$ cat src/rtl/opb_register_bank.sv
// -----------------------------------------------------------------------------
// opb_register_bank
//
// OPB slave that exposes C_NUM_REGS 32-bit software registers in one
// contiguous address window (register k at C_BASEADDR + 4k). It supports
// byte-enable writes, a one-cycle write strobe per register, self-clearing
// pulse bits (C_PULSE_MASK) and read-only status registers (C_RO_MASK). Those
// registers read back the matching slice of user_status_in.
//
// Optional build macro: REG_BANK_SHADOW_EN
//   When defined, writes land in a shadow set and are copied to user_data_out
//   when user_commit is high. Reads return the shadow contents.
//
// Ports:
//   OPB_Clk, OPB_Rst_n     clock, asynchronous active-low reset
//   OPB_ABus/BE/DBus/RNW   OPB request (big-endian bit numbering, bit 0 = MSB)
//   OPB_select             transfer valid
//   OPB_seqAddr            unused
//   Sl_DBus, Sl_xferAck    read data (zero outside ACK) and acknowledge
//   Sl_errAck/retry/toutSup tied low
//   user_data_out          register k at bits [32k+31:32k]
//   user_wr_stb            one-cycle pulse per written register
//   user_status_in         readback source for read-only registers
//   user_commit            (REG_BANK_SHADOW_EN only) shadow -> output copy
// -----------------------------------------------------------------------------
module opb_register_bank #(
   parameter logic [31:0]           C_BASEADDR   = 32'h010B2300,
   parameter logic [31:0]           C_HIGHADDR   = 32'h010B23FF,
   parameter int                    C_NUM_REGS   = 4,
   parameter logic [31:0]           C_RESET_VAL  = 32'h00000000,
   parameter logic [31:0]           C_PULSE_MASK = 32'h00000000,
   parameter logic [C_NUM_REGS-1:0] C_RO_MASK    = '0
) (
   input  logic                    OPB_Clk,
   input  logic                    OPB_Rst_n,
   input  logic [0:31]             OPB_ABus,
   input  logic [0:3]              OPB_BE,
   input  logic [0:31]             OPB_DBus,
   input  logic                    OPB_RNW,
   input  logic                    OPB_select,
   input  logic                    OPB_seqAddr,
   output logic [0:31]             Sl_DBus,
   output logic                    Sl_xferAck,
   output logic                    Sl_errAck,
   output logic                    Sl_retry,
   output logic                    Sl_toutSup,
   output logic [32*C_NUM_REGS-1:0] user_data_out,
   output logic [C_NUM_REGS-1:0]   user_wr_stb,
   input  logic [32*C_NUM_REGS-1:0] user_status_in
`ifdef REG_BANK_SHADOW_EN
   ,
   input  logic                    user_commit
`endif
);

   typedef enum logic {IDLE, ACK} state_t;

   state_t                  state_q, state_d;
   logic [31:0]             addr;
   logic [31:0]             off;
   logic                    hit;
   logic [C_NUM_REGS-1:0]   sel_d, sel_q;
   logic                    rnw_q;
   logic [0:3]              be_q;
   logic [0:31]             dbus_q;
   logic [31:0]             be_mask;
   logic [31:0]             wr_data;
   logic [C_NUM_REGS-1:0]   wr_en;
   logic [31:0]             bank_q   [C_NUM_REGS];
   logic [31:0]             bank_nxt [C_NUM_REGS];
   logic [31:0]             rd_data;
   logic                    unused_ok;

   assign Sl_errAck  = 1'b0;
   assign Sl_retry   = 1'b0;
   assign Sl_toutSup = 1'b0;

   // OPB bit 0 is the MSB, so a plain assignment keeps the numeric value.
   assign addr = OPB_ABus;
   assign off  = addr - C_BASEADDR;
   assign hit  = OPB_select && (addr >= C_BASEADDR) && (addr <= C_HIGHADDR);

   assign unused_ok = ^{OPB_seqAddr, off[1:0]};

   // One-hot register select; an in-window index beyond C_NUM_REGS decodes to
   // all zeros, which makes reads return 0 and writes fall on the floor.
   always_comb begin
      sel_d = '0;
      for (int k = 0; k < C_NUM_REGS; k++)
         sel_d[k] = (off[31:2] == 30'(k));
   end

   // ---- Stage: FSM state register
   always_ff @(posedge OPB_Clk or negedge OPB_Rst_n) begin
      if (!OPB_Rst_n)
         state_q <= IDLE;
      else
         state_q <= state_d;
   end

   // ---- Stage: FSM next-state
   always_comb begin
      state_d = state_q;
      case (state_q)
         IDLE:    if (hit) state_d = ACK;
         ACK:     state_d = IDLE;
         default: state_d = IDLE;
      endcase
   end

   // ---- Stage: FSM outputs (data bus is OR-ed with other slaves, so zero
   // whenever this slave is not acknowledging a read)
   always_comb begin
      Sl_xferAck = (state_q == ACK);
      Sl_DBus    = '0;
      if (state_q == ACK && rnw_q)
         Sl_DBus = rd_data;
   end

   // ---- Stage: request capture (control)
   always_ff @(posedge OPB_Clk or negedge OPB_Rst_n) begin
      if (!OPB_Rst_n) begin
         sel_q <= '0;
         rnw_q <= 1'b1;
      end else if (state_q == IDLE && hit) begin
         sel_q <= sel_d;
         rnw_q <= OPB_RNW;
      end
   end

   // ---- Stage: request capture (data)
   always_ff @(posedge OPB_Clk) begin
      if (state_q == IDLE && hit) begin
         be_q   <= OPB_BE;
         dbus_q <= OPB_DBus;
      end
   end

   // BE[0] selects the most significant byte.
   assign be_mask = {{8{be_q[0]}}, {8{be_q[1]}}, {8{be_q[2]}}, {8{be_q[3]}}};
   assign wr_data = dbus_q;

   always_comb begin
      for (int k = 0; k < C_NUM_REGS; k++)
         wr_en[k] = (state_q == ACK) && !rnw_q && sel_q[k] && !C_RO_MASK[k];
   end

   // Pulse bits clear in the cycle the strobe is high, i.e. one cycle after
   // the write; a write landing on that same edge overrides the clear.
   always_comb begin
      for (int k = 0; k < C_NUM_REGS; k++) begin
         bank_nxt[k] = user_wr_stb[k] ? (bank_q[k] & ~C_PULSE_MASK) : bank_q[k];
         if (wr_en[k])
            bank_nxt[k] = (bank_nxt[k] & ~be_mask) | (wr_data & be_mask);
      end
   end

   // ---- Stage: register bank (shadow set when REG_BANK_SHADOW_EN)
   always_ff @(posedge OPB_Clk or negedge OPB_Rst_n) begin
      if (!OPB_Rst_n) begin
         for (int k = 0; k < C_NUM_REGS; k++)
            bank_q[k] <= C_RESET_VAL;
         user_wr_stb <= '0;
      end else begin
         for (int k = 0; k < C_NUM_REGS; k++)
            bank_q[k] <= bank_nxt[k];
         user_wr_stb <= wr_en;
      end
   end

   always_comb begin
      rd_data = '0;
      for (int k = 0; k < C_NUM_REGS; k++)
         if (sel_q[k])
            rd_data = rd_data | (C_RO_MASK[k] ? user_status_in[32*k +: 32] : bank_q[k]);
   end

`ifdef REG_BANK_SHADOW_EN
   logic [31:0] out_q [C_NUM_REGS];
   logic        commit_d_q;

   // ---- Stage: committed output set. Commit takes bank_nxt so a write on
   // the same edge is the value that gets committed.
   always_ff @(posedge OPB_Clk or negedge OPB_Rst_n) begin
      if (!OPB_Rst_n) begin
         for (int k = 0; k < C_NUM_REGS; k++)
            out_q[k] <= C_RESET_VAL;
         commit_d_q <= 1'b0;
      end else begin
         for (int k = 0; k < C_NUM_REGS; k++) begin
            if (user_commit)
               out_q[k] <= bank_nxt[k];
            else if (commit_d_q)
               out_q[k] <= out_q[k] & ~C_PULSE_MASK;
         end
         commit_d_q <= user_commit;
      end
   end

   always_comb begin
      user_data_out = '0;
      for (int k = 0; k < C_NUM_REGS; k++)
         user_data_out[32*k +: 32] = out_q[k];
   end
`else
   always_comb begin
      user_data_out = '0;
      for (int k = 0; k < C_NUM_REGS; k++)
         user_data_out[32*k +: 32] = bank_q[k];
   end
`endif

endmodule

$ cat config.mk
export PLATFORM = sky130hd
export DESIGN_NAME = opb_register_bank
export DESIGN_NICKNAME = d
export VERILOG_FILES = /design/src/rtl/opb_register_bank.sv
export SDC_FILE = /design/constraint.sdc
export NUM_CORES = 1
export LEC_CHECK = 0
export ABC_AREA = 1
export BUFFER_PORTS_ARGS = -buffer_cell sky130_fd_sc_hd__buf_2
export CAP_MARGIN = 20
export CORE_AREA = 2 2 143 145
export DETAILED_ROUTE_END_ITERATION = 8
export DIE_AREA = 0 0 145 147
export PLACE_DENSITY = 0.69
export RECOVER_POWER = 25
export SLEW_MARGIN = 20
export SYNTH_ARGS = -nofsm -noshare
export SYNTH_HDL_FRONTEND = slang
export SYNTH_SLANG_ARGS = --single-unit
export TNS_END_PERCENT = 5
$ cat constraint.sdc
create_clock -name OPB_Clk -period 4.4 [get_ports OPB_Clk]
set_input_delay 0.22 -clock OPB_Clk [delete_from_list [all_inputs] [get_ports OPB_Clk]]
set_output_delay 0.22 -clock OPB_Clk [all_outputs]
set_load 0.02 [all_outputs]
==> qor.yml <==
outcome:
  status: "finished, violations left"
  violations: "capacitance limit, slew limit"
sta:
  maxSlewHeadroom_pct: -61.7
  fin_tns_setup_ns: 0
  min_period_over_period_pct: 61.3
  setup_viol: 0
  rsz0062_at_grt: "no"
  maxSlewViolCount: 99
  hold_viol: 0
  fin_skew_ns: 0.0101
  hold_ws_ns: 0.0649
  max_freq_mhz: 371
  tightest_slew_ns: 2.43
  fin_crit_ns: 2.70
min_path:
  worst_hold_path_type: "primary input to register"
  min_from: "OPB_ABus[29]"
  whs_path_depth: 3
  hold_path_end: "sel_q[3]"
power:
  leakage_nw: 4.59
  ir_drop_v: 0.000257
  powerDensity_nw_per_um2: 327
logic_synthesis:
  seq_area_frac_synth_pct: 59.3
  synthCells: 755
  ys_ff_latch: 174
  yosysTopAreaCell: "dfrtp_1"
  yosysTopAreaCellShare_pct: 44.8
  avgSynthCellArea_um2: 10.1
  synth_warnings: 0
  synth_flop_cell: "dfrtp_1"
  ys_top_cells_by_area: "dfrtp_1, edfxtp_1, nand2_1, o21ai_2, o21ai_1"
  netlist_area_um2: 7650
  ys_types: 28
  async_flop_share_pct: 79.3
  synth_edf_count: 36
route:
  drc: 0
  vias: 6182
  wl_met3_um: 1170
  avgRoutedWirePerCell_um: 15.7
  firstDrtPassIters: 5
  totalWireLength_um: 20400
  top_layer: "met4"
  drtAntennaViolNets: 0
  met1Wirelength_um: 9200
  dr_wl_met2_um: 9670
  dr.first_iter.drc_count: 315
  avgViaCountPerCell: 4.77
cts:
  cts_tree: "done"
  hold_buffers: 38
  cts_buffer_depth: 2
  post_cts_buffers: 0
  clk_pin_slew_ns: 0.06
  cts_max_level: 4
  clkLatencyLatePin_ns: 0.42
  cts-buffers-inserted: 17
  ctsResizeCount: 0
  clkSinkCount: 174
  cts_root_buf: "clkbuf_16"
grt:
  grt_pass1_wl_um: 33000
  gr-total-overflow: 0
  grt_pass1_vias: 6098
  grt_max_degree: 99
  grt.total_usage_pct: 19.6
  antenna_found_initial: 0
worst_setup_path:
  timing.rr.start: "Sl_xferAck"
  rr_worst_depth: 8
  crit_arrival_ns: 3.19
  cp-start-kind: "primary input"
  crit_buf_inv: 3
  cpMaxStageDelayCell: "clkbuf_2"
  crit_type: "primary input to async pin"
  end_kind: "async pin"
  worstPathCellList: "dlygate4sd3_1, clkbuf_2, buf_4"
  timing.rr.end: "dbus_q[27]"
  cp_top_family: "buffers and inverters"
  cp_max_fo: 98
  cpPeakStageDelay_ns: 1.70
  rrSetupSlack_ns: 2.36
  cp_data_required_time_ns: 4.90
flow_run:
  drv_cap: 1
die:
  rows: 52
  num_io_pins: 369
  die_height_um: 147
  start_util_pct: 38.5
  fp.dieW_um: 145
  dieArea_um2: 21300
  coreArea_um2: 19800
cells_and_area:
  area_growth_syn_to_layout_pct: 27.9
  fin_util_pct: 49.3
  antenna_cells: 0
  fin_nets: 1214
  stdcell_count: 1296
  layout-drive-gt1-share_pct: 28.8
place:
  port-buffer-count: 234
  routabilityCongestion: 0.798
  dp_cells: 1225
  dp_hpwl_um: 13200
==> layer usage <==
layer / vias up / global-route usage (%)
met5: - / 0
met1: 2927 / 26.0
met2: 227 / 32.5
met4: 0 / 6.19
li1: 3005 / -
met3: 23 / 4.01
==> kinds of logic (layout without fill, tap and decap cells) <==
| kind of cell | count (synthesis) | count (layout) | synth area share (%) |
|---|---|---|---|
| AO/OA/AOI/OAI | 162 | 162 | 15.0 |
| flip-flops | 174 | 174 | 59.3 |
| XOR/XNOR | 1 | 1 | 0.115 |
| AND/OR/NAND/NOR | 329 | 329 | 19.4 |
| buffers and inverters | 88 | 357 | 6.14 |
| other | 1 | 3 | 0.0490 |
==> cell type report <==
type,instances,area (um^2)
repair buffers,275,1490
clock buffers,19,443
clock inverters,13,129
fillers,1858,10100
multi-input cells,495,2650
inverters,50,190
flip-flops and latches,174,4540
well taps,270,338
==> layout by cell type, fill, tap and decap left out, types with 2 or more instances in the layout <==
cell type | synthesis | layout
nand3_1 | 8 | 8
dfrtp_2 | 0 | 4
clkinv_4 | 0 | 3
dlygate4sd3_1 | 0 | 38
nor2_8 | 4 | 4
o21ai_0 | 2 | 2
edfxtp_1 | 36 | 36
nor2_1 | 16 | 16
buf_4 | 3 | 2
inv_1 | 42 | 42
conb_1 | 1 | 3
clkbuf_16 | 0 | 17
a41oi_1 | 32 | 32
nand2_1 | 266 | 266
inv_6 | 0 | 5
buf_2 | 4 | 156
clkbuf_1 | 12 | 78
o21ai_2 | 57 | 57
clkinv_2 | 0 | 2
nand2_2 | 14 | 14
nand2_4 | 16 | 16
o21ai_1 | 71 | 71
dfrtp_1 | 137 | 133
inv_2 | 7 | 7
==> where the power goes <==
part           total [mW]  internal (mW)  switching [mW]
combinational      0.0944         0.0471          0.0473
clock                1.46          0.809           0.652
sequential           1.65           1.65    0.0000000358
total                3.20           2.50           0.700
==> how the worst max path moves through the flow <==
| stage | end | depth (start not counted) | slack [ns] | startpoint |
|---|---|---|---|---|
| detailed placement | dbus_q[12] | 7 | 2.06 | Sl_xferAck |
| global route | sel_q[2] | 2 | 1.08 | OPB_Rst_n |
| floorplan | be_q[0] | 7 | 2.53 | Sl_xferAck |
| CTS | Sl_DBus[10] | 4 | 1.75 | rnw_q |
| finish | sel_q[3] | 3 | 1.70 | OPB_Rst_n |
| global placement | dbus_q[13] | 7 | 2.09 | Sl_xferAck |
==> worst register-to-register path, cell delays in order, from the launching register on <==
cell	delay (ns)
dfrtp_1	0.40
inv_2	0.09
nand2_1	0.05
nor2_1	0.09
nand2_1	0.06
nor2_1	0.19
nand2_1	0.19
inv_2	0.34
buf_12	0.27
==> cell usage after synthesis, types with 2 or more instances <==
master      n
nand2_2    14
dfrtp_1   137
nor2_1     16
o21ai_1    71
buf_4       3
buf_1       3
o21ai_2    57
o21ai_0     2
nand2_1   266
nand3_1     8
inv_1      42
nand2_4    16
edfxtp_1   36
inv_2       7
buf_6      16
buf_2       4
nor2_8      4
a41oi_1    32
clkbuf_1   12
==> per-stage QoR <==
stage | instance area [um^2] | power, mW | worst slack [ns]
after detailed placement | 8910 | 1.75 | 2.06
final | 9780 | 3.20 | 1.70
after global placement | 8910 | 1.75 | 2.09
after CTS | 9860 | 3.24 | 1.75
after global routing | 9780 | 3.31 | 1.08
after floorplan | 7650 | 1.69 | 2.53
Power figures use the tool's default switching activity.
